**config.mk**
```make
export PLATFORM = sky130hd
export DESIGN_NAME = axil_stream_bridge_mc
export DESIGN_NICKNAME = d
export VERILOG_FILES = /design/src/rtl/axil_stream_bridge_mc.sv
export SDC_FILE = /design/constraint.sdc
export NUM_CORES = 1
export LEC_CHECK = 0
export CAP_MARGIN = 40
export CORE_MARGIN = 2
export CORE_UTILIZATION = 47
export CTS_BUF_LIST = sky130_fd_sc_hd__clkbuf_4 sky130_fd_sc_hd__clkbuf_8
export DETAILED_ROUTE_END_ITERATION = 8
export HOLD_SLACK_MARGIN = 0.02
export PLACE_DENSITY = 0.74
export SLEW_MARGIN = 20
export SYNTH_ARGS = -nofsm -noshare
export SYNTH_HDL_FRONTEND = slang
export SYNTH_SLANG_ARGS = --single-unit
```
**constraint.sdc**
```tcl
create_clock -name aclk -period 2.98 [get_ports aclk]
set_clock_uncertainty 0.1 [all_clocks]
set_input_delay 0.596 -clock aclk [delete_from_list [all_inputs] [get_ports aclk]]
set_output_delay 0.596 -clock aclk [all_outputs]
set_load 0.03 [all_outputs]
```
**src/rtl/axil_stream_bridge_mc.sv**
```systemverilog
// Multi-channel AXI-Lite slave <-> AXI-Stream bridge.
// Each channel has a TX FIFO (lite write -> m_axis), an RX pop register
// (s_axis -> lite read) and a STATUS register. Full/empty never stall the
// bus; they are reported as SLVERR instead.
module axil_stream_bridge_mc #(
    parameter int unsigned       DATA_W    = 32,
    parameter int unsigned       ADDR_W    = 32,
    parameter logic [ADDR_W-1:0] BASE_ADDR = '0,
    parameter int unsigned       NUM_CH    = 2,
    parameter int unsigned       TX_DEPTH  = 4
) (
    input  logic                     aclk,
    input  logic                     aresetn,
    // AXI-Lite write address / data / response
    input  logic [ADDR_W-1:0]        s_axil_awaddr,
    input  logic                     s_axil_awvalid,
    output logic                     s_axil_awready,
    input  logic [DATA_W-1:0]        s_axil_wdata,
    input  logic                     s_axil_wvalid,
    output logic                     s_axil_wready,
    output logic [1:0]               s_axil_bresp,
    output logic                     s_axil_bvalid,
    input  logic                     s_axil_bready,
    // AXI-Lite read address / data
    input  logic [ADDR_W-1:0]        s_axil_araddr,
    input  logic                     s_axil_arvalid,
    output logic                     s_axil_arready,
    output logic [DATA_W-1:0]        s_axil_rdata,
    output logic [1:0]               s_axil_rresp,
    output logic                     s_axil_rvalid,
    input  logic                     s_axil_rready,
    // AXI-Stream TX (per channel)
    output logic [NUM_CH*DATA_W-1:0] m_axis_tdata,
    output logic [NUM_CH-1:0]        m_axis_tvalid,
    input  logic [NUM_CH-1:0]        m_axis_tready,
    // AXI-Stream RX (per channel)
    input  logic [NUM_CH*DATA_W-1:0] s_axis_tdata,
    input  logic [NUM_CH-1:0]        s_axis_tvalid,
    output logic [NUM_CH-1:0]        s_axis_tready
);

    localparam int unsigned PTR_W = $clog2(TX_DEPTH);
    localparam int unsigned LVL_W = PTR_W + 1;

    localparam logic [1:0] StIdle = 2'd0;
    localparam logic [1:0] StAck  = 2'd1;
    localparam logic [1:0] StResp = 2'd2;

    localparam logic [1:0] RespOkay   = 2'b00;
    localparam logic [1:0] RespSlverr = 2'b10;
    localparam logic [1:0] RespDecerr = 2'b11;

    // Returns {decode_error, reg_index[1:0], channel[3:0]}.
    function automatic logic [6:0] decode(input logic [ADDR_W-1:0] addr);
        logic [ADDR_W-1:0] off;
        logic              err;
        off = addr - BASE_ADDR;
        err = (off >= ADDR_W'(NUM_CH * 16)) || (off[1:0] != 2'b00) || (off[3:2] == 2'b11);
        return {err, off[3:2], off[7:4]};
    endfunction

    // Per-channel FIFO state exported to the decode logic
    logic [NUM_CH-1:0] tx_full;
    logic [NUM_CH-1:0] tx_empty;
    logic [NUM_CH-1:0] tx_push;
    logic [DATA_W-1:0] status_ch [NUM_CH];

    // Write side
    logic [1:0]  wr_state_q, wr_state_d;
    logic [1:0]  bresp_q, bresp_d;
    logic        bvalid_q, bvalid_d;
    logic [6:0]  wr_dec;
    logic        wr_err;
    logic [1:0]  wr_reg;
    logic [3:0]  wr_ch;
    logic        wr_start;
    logic        wr_sel_full;
    logic [NUM_CH-1:0] wr_hit;

    // Read side
    logic [1:0]        rd_state_q, rd_state_d;
    logic [1:0]        rresp_q, rresp_d;
    logic              rvalid_q, rvalid_d;
    logic [DATA_W-1:0] rdata_q, rdata_d;
    logic [NUM_CH-1:0] pop_q, pop_d;
    logic [6:0]        rd_dec;
    logic              rd_err;
    logic [1:0]        rd_reg;
    logic [3:0]        rd_ch;
    logic              rd_start;
    logic [NUM_CH-1:0] rd_hit;
    logic              rd_sel_tvalid;
    logic [DATA_W-1:0] rd_sel_tdata;
    logic [DATA_W-1:0] rd_sel_status;

    assign wr_dec   = decode(s_axil_awaddr);
    assign wr_err   = wr_dec[6];
    assign wr_reg   = wr_dec[5:4];
    assign wr_ch    = wr_dec[3:0];
    assign wr_start = (wr_state_q == StIdle) && s_axil_awvalid && s_axil_wvalid;

    assign rd_dec   = decode(s_axil_araddr);
    assign rd_err   = rd_dec[6];
    assign rd_reg   = rd_dec[5:4];
    assign rd_ch    = rd_dec[3:0];
    assign rd_start = (rd_state_q == StIdle) && s_axil_arvalid;

    // Channel selection for the addressed write and read channels
    always_comb begin
        wr_hit        = '0;
        rd_hit        = '0;
        wr_sel_full   = 1'b0;
        rd_sel_tvalid = 1'b0;
        rd_sel_tdata  = '0;
        rd_sel_status = '0;
        for (int c = 0; c < NUM_CH; c++) begin
            wr_hit[c] = (wr_ch == 4'(c));
            rd_hit[c] = (rd_ch == 4'(c));
            if (wr_hit[c]) begin
                wr_sel_full = tx_full[c];
            end
            if (rd_hit[c]) begin
                rd_sel_tvalid = s_axis_tvalid[c];
                rd_sel_tdata  = s_axis_tdata[c*DATA_W +: DATA_W];
                rd_sel_status = status_ch[c];
            end
        end
    end

    // Full is judged before any same-cycle pop, so a draining FIFO still refuses
    assign tx_push = {NUM_CH{wr_start && !wr_err && (wr_reg == 2'd0)}} & wr_hit & ~tx_full;

    // Write FSM next state
    always_comb begin
        wr_state_d = wr_state_q;
        bresp_d    = bresp_q;
        bvalid_d   = bvalid_q;
        case (wr_state_q)
            StIdle: begin
                if (wr_start) begin
                    wr_state_d = StAck;
                    if (wr_err) begin
                        bresp_d = RespDecerr;
                    end else if (wr_reg == 2'd0) begin
                        bresp_d = wr_sel_full ? RespSlverr : RespOkay;
                    end else begin
                        bresp_d = RespSlverr;
                    end
                end
            end
            StAck: begin
                bvalid_d   = 1'b1;
                wr_state_d = StResp;
            end
            StResp: begin
                if (s_axil_bready) begin
                    bvalid_d   = 1'b0;
                    bresp_d    = RespOkay;
                    wr_state_d = StIdle;
                end
            end
            default: wr_state_d = StIdle;
        endcase
    end

    // Write FSM state
    always_ff @(posedge aclk) begin
        if (!aresetn) begin
            wr_state_q <= StIdle;
            bresp_q    <= RespOkay;
            bvalid_q   <= 1'b0;
        end else begin
            wr_state_q <= wr_state_d;
            bresp_q    <= bresp_d;
            bvalid_q   <= bvalid_d;
        end
    end

    assign s_axil_awready = (wr_state_q == StAck);
    assign s_axil_wready  = (wr_state_q == StAck);
    assign s_axil_bvalid  = bvalid_q;
    assign s_axil_bresp   = bresp_q;

    // Read FSM next state; pop is a one-cycle pulse issued the cycle after capture
    always_comb begin
        rd_state_d = rd_state_q;
        rresp_d    = rresp_q;
        rvalid_d   = rvalid_q;
        rdata_d    = rdata_q;
        pop_d      = '0;
        case (rd_state_q)
            StIdle: begin
                if (rd_start) begin
                    rd_state_d = StAck;
                    rdata_d    = '0;
                    if (rd_err) begin
                        rresp_d = RespDecerr;
                    end else if (rd_reg == 2'd1) begin
                        if (rd_sel_tvalid) begin
                            rdata_d = rd_sel_tdata;
                            rresp_d = RespOkay;
                            pop_d   = rd_hit;
                        end else begin
                            rresp_d = RespSlverr;
                        end
                    end else if (rd_reg == 2'd2) begin
                        rdata_d = rd_sel_status;
                        rresp_d = RespOkay;
                    end else begin
                        rresp_d = RespSlverr;
                    end
                end
            end
            StAck: begin
                rvalid_d   = 1'b1;
                rd_state_d = StResp;
            end
            StResp: begin
                if (s_axil_rready) begin
                    rvalid_d   = 1'b0;
                    rresp_d    = RespOkay;
                    rdata_d    = '0;
                    rd_state_d = StIdle;
                end
            end
            default: rd_state_d = StIdle;
        endcase
    end

    // Read FSM state
    always_ff @(posedge aclk) begin
        if (!aresetn) begin
            rd_state_q <= StIdle;
            rresp_q    <= RespOkay;
            rvalid_q   <= 1'b0;
            rdata_q    <= '0;
            pop_q      <= '0;
        end else begin
            rd_state_q <= rd_state_d;
            rresp_q    <= rresp_d;
            rvalid_q   <= rvalid_d;
            rdata_q    <= rdata_d;
            pop_q      <= pop_d;
        end
    end

    assign s_axil_arready = (rd_state_q == StAck);
    assign s_axil_rvalid  = rvalid_q;
    assign s_axil_rresp   = rresp_q;
    // Captured data is held internally until the response phase
    assign s_axil_rdata   = rvalid_q ? rdata_q : '0;
    assign s_axis_tready  = pop_q;

    for (genvar c = 0; c < NUM_CH; c++) begin : g_ch
        logic [DATA_W-1:0] mem_q [TX_DEPTH];
        logic [PTR_W-1:0]  wr_ptr_q, rd_ptr_q;
        logic [LVL_W-1:0]  level_q;
        logic              pop;

        assign tx_full[c]  = (level_q == LVL_W'(TX_DEPTH));
        assign tx_empty[c] = (level_q == '0);
        assign pop         = !tx_empty[c] && m_axis_tready[c];

        // First-word-fall-through: head entry is always presented
        assign m_axis_tvalid[c]                 = !tx_empty[c];
        assign m_axis_tdata[c*DATA_W +: DATA_W] = mem_q[rd_ptr_q];

        assign status_ch[c] = DATA_W'({8'(level_q), 5'b0, s_axis_tvalid[c], tx_empty[c],
                                       tx_full[c]});

        // Pointer and level bookkeeping; pointers wrap naturally (power-of-2 depth)
        always_ff @(posedge aclk) begin
            if (!aresetn) begin
                wr_ptr_q <= '0;
                rd_ptr_q <= '0;
                level_q  <= '0;
            end else begin
                if (tx_push[c]) begin
                    wr_ptr_q <= wr_ptr_q + 1'b1;
                end
                if (pop) begin
                    rd_ptr_q <= rd_ptr_q + 1'b1;
                end
                if (tx_push[c] && !pop) begin
                    level_q <= level_q + 1'b1;
                end else if (pop && !tx_push[c]) begin
                    level_q <= level_q - 1'b1;
                end
            end
        end

        // Storage is not reset; pointers define validity
        always_ff @(posedge aclk) begin
            if (tx_push[c]) begin
                mem_q[wr_ptr_q] <= s_axil_wdata;
            end
        end
    end

endmodule
```
======== After elaboration in Yosys (flattened, before gate mapping) ========
Memories as Yosys holds them, arrays and structs flattened. A register that Yosys moved wholly into a read port is not among the register bits.
Cells that the tools add are included.
word-level totals
  RAM bits ................................ 256
  memories kept ........................... 2
  output and inout port bits .............. 109
  logic and storage cells ................. 143
  bits in registers ....................... 58
memory list
  memory         depth  width  rd ports  clocked after Yosys merged registers in  write ports  line  text
  g_ch[0].mem_q  4      32     1         1                                        1            255   logic [DATA_W-1:0] mem_q [TX_DEPTH];
  g_ch[1].mem_q  4      32     1         1                                        1            255
operators by class
  multiplexer cells ....................... 49
  order comparisons ....................... 2
  bitwise operators ....................... 8
  reductions and logical operators ........ 44
  equal/unequal tests ..................... 16
  add/sub/neg operators ................... 8
operator list
  operator             number
  $mux 32              10
  $ge 32x6->1 const B  2
  $pmux 32 s2          1
  $mux 2               17
  $reduce_bool 2->1    8
  $mux 3               4
  $pmux 2 s3           2
  $logic_and 1x1->1    11
  $mux 11              1
  $eq 2x2->1 const B   5
  $mux 1               10
  $add 2x1->2 const B  4
  $eq 4x1->1 const B   2
  $logic_not 4->1      2
  $ne 2x2->1 const B   4
  $pmux 2 s2           2
  $reduce_and 2->1     4
  $logic_not 1->1      7
  $add 3x1->3 const B  2
  $eq 2x1->1 const B   3
  $eq 3x3->1 const B   2
  $logic_not 2->1      3
  $logic_not 3->1      2
  $reduce_and 3->1     2
  other kinds (7)      17

======== Logic depth before layout (Yosys ltp) ========
Gate-level depths: netlist of run 1.
  word-level depth ........................ 12
  gate-level depth with buffers ........... 9

======== Least setup slack after synthesis of run 1 ========
OpenSTA, ideal clock, no wires.
  path type ............................... input port to flip-flop
  start ................................... input s_axil_awaddr[15]
  end ..................................... register g_ch[1].level_q[2]
  cell stages on the path ................. 9
  slack ................................... 0.151 ns
  buffers on the path ..................... 0
  arrival ................................. 2.653 ns
  required time ........................... 2.804 ns
  cells stage by stage .................... nor4_1 -> nand4_1 -> nor3_2 -> ha_1 -> inv_1 -> fa_1 -> xor2_1 -> or3_1 -> a21boi_0
between the ends
  longest elaborated chain between the ends .. 11
  elaborated cells on any way between the ends .. 13
  classes of those cells .................. order compare (1); mux (1); bitwise (2); reduce/logical (9)
RTL lines
  element                              line  text
  start, declared                      15    input logic [ADDR_W-1:0] s_axil_awaddr,
  $ge 32x6->1 (*)                      58    err = (off >= ADDR_W'(NUM_CH * 16)) || (off[1:0] != 2'b00) || (off[3:2] == 2'b11);
  $logic_or 1x1->1 (*) (2 in series)   58
  $logic_not 1->1 (*)                  131   assign tx_push = {NUM_CH{wr_start && !wr_err && (wr_reg == 2'd0)}} & wr_hit & ~tx_full;
  $logic_and 1x1->1 (*) (2 in series)  131
  $and 2x2->2 (*) (2 in series)        131
  via tx_push[1]                       65    logic [NUM_CH-1:0] tx_push;
  $logic_not 1->1                      286   end else if (pop && !tx_push[c]) begin
  $logic_and 1x1->1                    286
  $reduce_bool 2->1 (no source line)   -
  end signal, assigned                 285   level_q <= level_q + 1'b1;
  end signal, assigned                 287   level_q <= level_q - 1'b1;
  end, declared                        257   logic [LVL_W-1:0] level_q;
Mark *: on every way through the listed nets, which the timed path passes. The rest lies on a longest branch.
A chain may end at the register's enable or synchronous reset.

==> impl_metrics.yaml, run 1 <==
yosys:
  synth_compound_area_share_pct: 2.74
  ys_types: 54
  yosysTopAreaCellShare_pct: 61.5
  synth_area_mm2: 0.0125
  synth_top_area_cell: "edfxtp_1"
  yosys-top-cells-area: "edfxtp_1 61%, mux4_2 12%, dfxtp_1 9.9%, mux2i_1 2.9%, and2_1 2.6%"
  postSynthAreaPerCell_um2: 17.9
  syn_inst: 699
  synth_edf_count: 256
  ys_seq_area_share_pct: 71.4
  synthXorXnorAreaFrac_pct: 0.700
  synth_fp_nets: 882
  synth_fa_ha_area_share_pct: 1.32
  ys_ff_latch: 318
  synth_top_family_by_area: "multiplexers"
  yosys_warnings: 0
  async_reset_ff_share_pct: 0
  synth-simple-area-share_pct: 7.57
  synth-main-ff-cell: "edfxtp_1"
  synth_mux_area_share_pct: 14.6
place:
  port_buffers: 279
  globalplace.congestion: 0.754
  hpwl_um: 19400
worst_setup_path:
  cp.required_ps: 2280
  rr_worst_depth: 9
  end_kind: "primary output"
  worstReg2RegEnd: "g_ch[0].level_q[2]"
  max_stage_delay_ps: 610
  path_delay_family: "buffers and inverters"
  arrival_ps: 2190
  crit_type: "reg2out"
  path_cells: "buf_4 > mux4_2 > clkdlybuf4s50_1"
  crit_slowest_cell: "clkdlybuf4s50_1"
  critPathMaxFanout: 5
  r2r_setup_slack_ps: 550
  r2r-start: "wr_state_q[0]"
  start_kind: "flip-flop"
  cp.buffers_inverters: 2
drt:
  drc: 0
  drt_iter0_drc: 493
  drtPass1Iterations: 4
  wire_per_inst_um: 19.6
  ant_nets: 0
  num_vias: 7333
  wirelength_um: 27700
  avgViaCountPerCell: 5.19
clock_network:
  cts_made_buffers: 49
  root_buffer: "clkbuf_8"
  cts_tree: "done"
  htreeDepth: 2
  numClockSinks: 318
  path_clk_slew_ps: 60
  cts_buffer_depth: 3
  clock_latency_ps: 550
  cts_hold_buffers: 0
sta:
  max_freq_mhz: 347
  rsz0062_at_grt: "false"
  finalCriticalPeriod_ps: 2880
  maxSlewViolCount: 0
  fin_crit_sh_pct: 96.7
  setup_viol: 0
  tightest_slew_ps: 547
  hold_viol_final: 0
  slew_headroom_pct: 63.2
  fin_setup_tns_ps: 0
global_routing:
  antenna_found_initial: 0
  grt_pass1_vias: 7819
  grt_pass1_wl_um: 43300
  track_usage_pct: 20.0
  grt_max_degree: 35
  grt_overflow_total: 0
outcome:
  run_status: "complete, no violations"
floorplanning:
  core_area_mm2: 0.0261
  die_area_mm2: 0.0279
  fp-row-count: 59
  ioPinCount: 280
  start_util_pct: 48.0
  die_w_um: 167
  die_h_um: 167
finish:
  synthToLayoutAreaGrowth_pct: 36.1
  mostFrequentLayoutCells: "256 x edfxtp_1, 221 x clkdlybuf4s50_1, 64 x mux4_2"
  drive_gt1_share_pct: 19.9
  nNetsFinal: 1222
  diodes: 0
  final_common_cell: "edfxtp_1"
run:
  max-cap-violations: 0
hold_path:
  hold_depth: 2
  min_path_type: "reg2reg"
  hp-start: "rdata_q[20]"
  holdPathEnd: "rdata_q[20]"
pwr:
  totalPowerFinal_mw: 8.71
  ir_drop_v: 0.000304
  power_density_mw_per_mm2: 512
  p_leak_nw: 5.90
-- cells by family (layout without fill, tap and decap cells) --
logic type,Yosys count,after routing
AO/OA/AOI/OAI,56,56
XOR/XNOR,10,10
adder cells (fa/ha/maj),12,12
buffers and inverters,43,422
flip-flops,318,318
multiplexers,102,102
AND/OR/NAND/NOR,158,158
-- timing repair --
item                                    in CTS  in global routing
endpoints found under the hold margin        0                  0
gates resized for setup                     57                  1
buffers inserted                             0                  0
endpoints found under the setup margin      59                  1
-- worst min-delay path: stages (launching register included) --
cell and delay, ps:
dfxtp_1 310, nand2_1 50, o21ai_1 50
-- through the flow --
step / hold WS (ps) / instances / utilization, % / area [µm²] / setup slack, ps
floorplan: 323 / 699 / - / 12500 / 151
global placement: 330 / 1323 / 61.9 / 16100 / -220
detailed placement: 336 / 1323 / 61.9 / 16100 / -293
CTS: 342 / 1413 / 65.3 / 17000 / 10.2
global route: 357 / 1413 / 65.3 / 17000 / 8.28
finish: 343 / 1413 / 65.3 / 17000 / 97.3
-- power breakdown --
group	internal [mW]	total (mW)	switching, mW
clock	1.85	3.48	1.63
combinational	0.256	0.426	0.170
sequential	4.80	4.80	0.00511
-- how the worst max path moves through the flow --
| stage | slack, ps | to | cells past startpoint | start |
|---|---|---|---|---|
| floorplan | 150 | g_ch[1].level_q[2] | 9 | s_axil_awaddr[15] |
| global placement | -220 | g_ch[0].level_q[2] | 10 | s_axil_awaddr[25] |
| detailed placement | -290 | g_ch[0].level_q[2] | 10 | s_axil_awaddr[19] |
| CTS | 10 | m_axis_tdata[55] | 3 | flip-flop |
| global route | 8 | m_axis_tdata[56] | 3 | flip-flop |
| finish | 100 | m_axis_tdata[56] | 3 | flip-flop |
-- routing by layer --
metal,part of all wire (%),global-route usage (%)
met5,0,0
met4,1.2,4.65
met3,8.3,6.15
met2,52,35.4
met1,38,24.3
-- flip-flops by register name, summed over array words and instances (netlist names), 4 cells and up, named ones only --
| name | flops |
|---|---|
| rdata_q | 32 |
| g_ch.mem_q | 256 |
| g_ch.wr_ptr_q | 4 |
| g_ch.level_q | 6 |
| g_ch.rd_ptr_q | 4 |
-- cells in the mapped netlist (3+ instances only) --
cell / number
edfxtp_1: 256
mux4_2: 64
dfxtp_1: 62
and2_1: 51
nand2_1: 41
mux2i_1: 36
o21ai_1: 26
clkbuf_1: 16
nor2_1: 12
nor4_1: 12
buf_2: 10
ha_1: 10
o21ai_0: 10
inv_1: 9
xnor2_1: 8
nand4_1: 7
nor2b_1: 6
nand3_1: 5
a21oi_1: 4
buf_1: 3
buf_6: 3
or3_1: 3
-- cell type report --
class                      count  area (µm²)
fill                        1862        9030
sequential                   318        8940
multi-input combinational    338        3380
timing repair buffer         323        3300
clock buffer                  64         793
tap                          335         419
clock inverter                26         164
inverter                       9        33.8
No activity file was read; power rests on OpenSTA's default activity.
==> run 2: changes to the inputs <==
--- a/config.mk
+++ b/config.mk
@@ -12,6 +12,7 @@
 export DETAILED_ROUTE_END_ITERATION = 8
 export HOLD_SLACK_MARGIN = 0.02
 export PLACE_DENSITY = 0.74
+export SKIP_CTS_REPAIR_TIMING = 1
 export SLEW_MARGIN = 20
 export SYNTH_ARGS = -nofsm -noshare
 export SYNTH_HDL_FRONTEND = slang
==> constraint.sdc (replaced) <==
create_clock -name aclk -period 2.98 [get_ports aclk]
set_clock_uncertainty 0.1 [all_clocks]
set_input_delay 0.894 -clock aclk [delete_from_list [all_inputs] [get_ports aclk]]
set_output_delay 0.894 -clock aclk [all_outputs]
set_load 0.03 [all_outputs]
==> impl_metrics.yaml, run 2 (synthesized netlist as in run 1, its figures left out) <==
outcome:
  run_status: "complete, no violations"
clock_network:
  numClockSinks: 318
  clock_latency_ps: 550
  root_buffer: "clkbuf_8"
  cts_buffer_depth: 3
  cts_made_buffers: 51
  htreeDepth: 2
  path_clk_slew_ps: 60
  cts_tree: "done"
sta:
  hold_viol_final: 0
  maxSlewViolCount: 0
  rsz0062_at_grt: "true"
  fin_setup_tns_ps: 0
  setup_viol: 0
  setup_ws_ps: 21.4
  finalCriticalPeriod_ps: 2960
  tightest_slew_ps: 595
  slew_headroom_pct: 60.4
  holdWs_ps: 345
  max_freq_mhz: 338
  fin_crit_sh_pct: 99.3
drt:
  avgViaCountPerCell: 5.25
  wirelength_um: 28800
  drt_iter0_drc: 477
  drc: 0
  drtPass1Iterations: 4
  wire_per_inst_um: 20.3
  num_vias: 7465
  ant_nets: 0
finish:
  drive_gt1_share_pct: 26.9
  diodes: 0
  multi_input_area_mm2: 0.00347
  mostFrequentLayoutCells: "256 x edfxtp_1, 173 x clkdlybuf4s50_1, 64 x mux4_2"
  largest_register_ffs: 256
  final_cells: 1422
  synthToLayoutAreaGrowth_pct: 38.2
  reg_top3: "g_ch.mem_q (256), rdata_q (32), g_ch.level_q (6)"
  max_flop_register: "g_ch.mem_q"
  fill_cells: 1808
  final_cell_area_mm2: 0.0173
  fin_util_pct: 66.4
  seqCellArea_mm2: 0.00894
  nNetsFinal: 1233
  final_common_cell: "edfxtp_1"
worst_setup_path:
  r2r-start: "g_ch[0].level_q[0]"
  max_stage_delay_ps: 530
  crit_type: "reg2out"
  critPathMaxFanout: 8
  cp.required_ps: 1990
  r2r_setup_slack_ps: 490
  path_cells: "buf_12 > buf_12 > mux4_2 > buf_2"
  arrival_ps: 1960
  cp.buffers_inverters: 3
  cpMostUsedCell: "buf_12"
  start_kind: "flip-flop"
  end_kind: "primary output"
  crit_slowest_cell: "mux4_2"
  path_delay_family: "multiplexers"
global_routing:
  grt_overflow_total: 0
  grt_pass1_vias: 8028
  grt_pass1_wl_um: 44300
  antenna_found_initial: 0
  track_usage_pct: 20.4
  grt_max_degree: 40
hold_path:
  hp-start: "rdata_q[16]"
  min_path_type: "reg2reg"
place:
  dpl_worst_slack_ps: -505
  port_buffers: 279
  placed_area_mm2: 0.0162
  globalplace.congestion: 0.817
  hpwl_um: 19600
  place_inst: 1328
floorplanning:
  die_w_um: 167
  die_h_um: 167
  core_area_mm2: 0.0261
  ioPinCount: 280
  start_util_pct: 48.0
  fp-row-count: 59
  die_area_mm2: 0.0279
pwr:
  p_leak_nw: 6.71
  totalPowerFinal_mw: 8.93
  power_density_mw_per_mm2: 517
  ir_drop_v: 0.000319
run:
  max-cap-violations: 0
-- run 2: changes by cell type in the layout (fill, tap and decap cells not counted), sizes merged --
cell           before  now
dlygate4sd2        56    0
buf                45   75
inv                12   10
bufinv              1    3
clkbuf             64  100
clkinv             21   16
dlymetal6s2s        1   53
clkdlybuf4s50     221  173
-- run 2: power breakdown --
| group | switching (mW) | internal, mW |
|---|---|---|
| Clock | 1.61 | 2.08 |
| Combinational | 0.180 | 0.259 |
| Sequential | 0.00551 | 4.80 |
| Total | 1.79 | 7.14 |
-- run 2: metal layers --
metal | vias to the layer above | share of wire (%) | GRT usage, %
met5 | - | 0 | 0
met4 | 0 | 1.9 | 5.57
met3 | 39 | 7.1 | 5.67
met2 | 271 | 52 | 36.0
met1 | 3709 | 39 | 24.8
li1 | 3446 | - | -
-- run 2: tightest hold or removal path, stage by stage, from the launching register on --
cell	delay, ps
dfxtp_1	310
nand2_1	50
o21ai_1	50
-- run 2: worst paths after layout --
check                                           to  cells after the start
worst max-delay path              m_axis_tdata[58]                      4
worst min-delay path                   rdata_q[16]                      2
worst max register to register  g_ch[0].level_q[2]                      9
worst min register to register         rdata_q[16]                      2
-- run 2: layout make-up --
type	count	share of cell area, %
sequential	318	51.7
multi-input combinational	338	20.1
timing repair buffer	332	19.7
clock buffer	69	4.84
tap	335	2.42
clock inverter	21	1.06
inverter	9	0.195
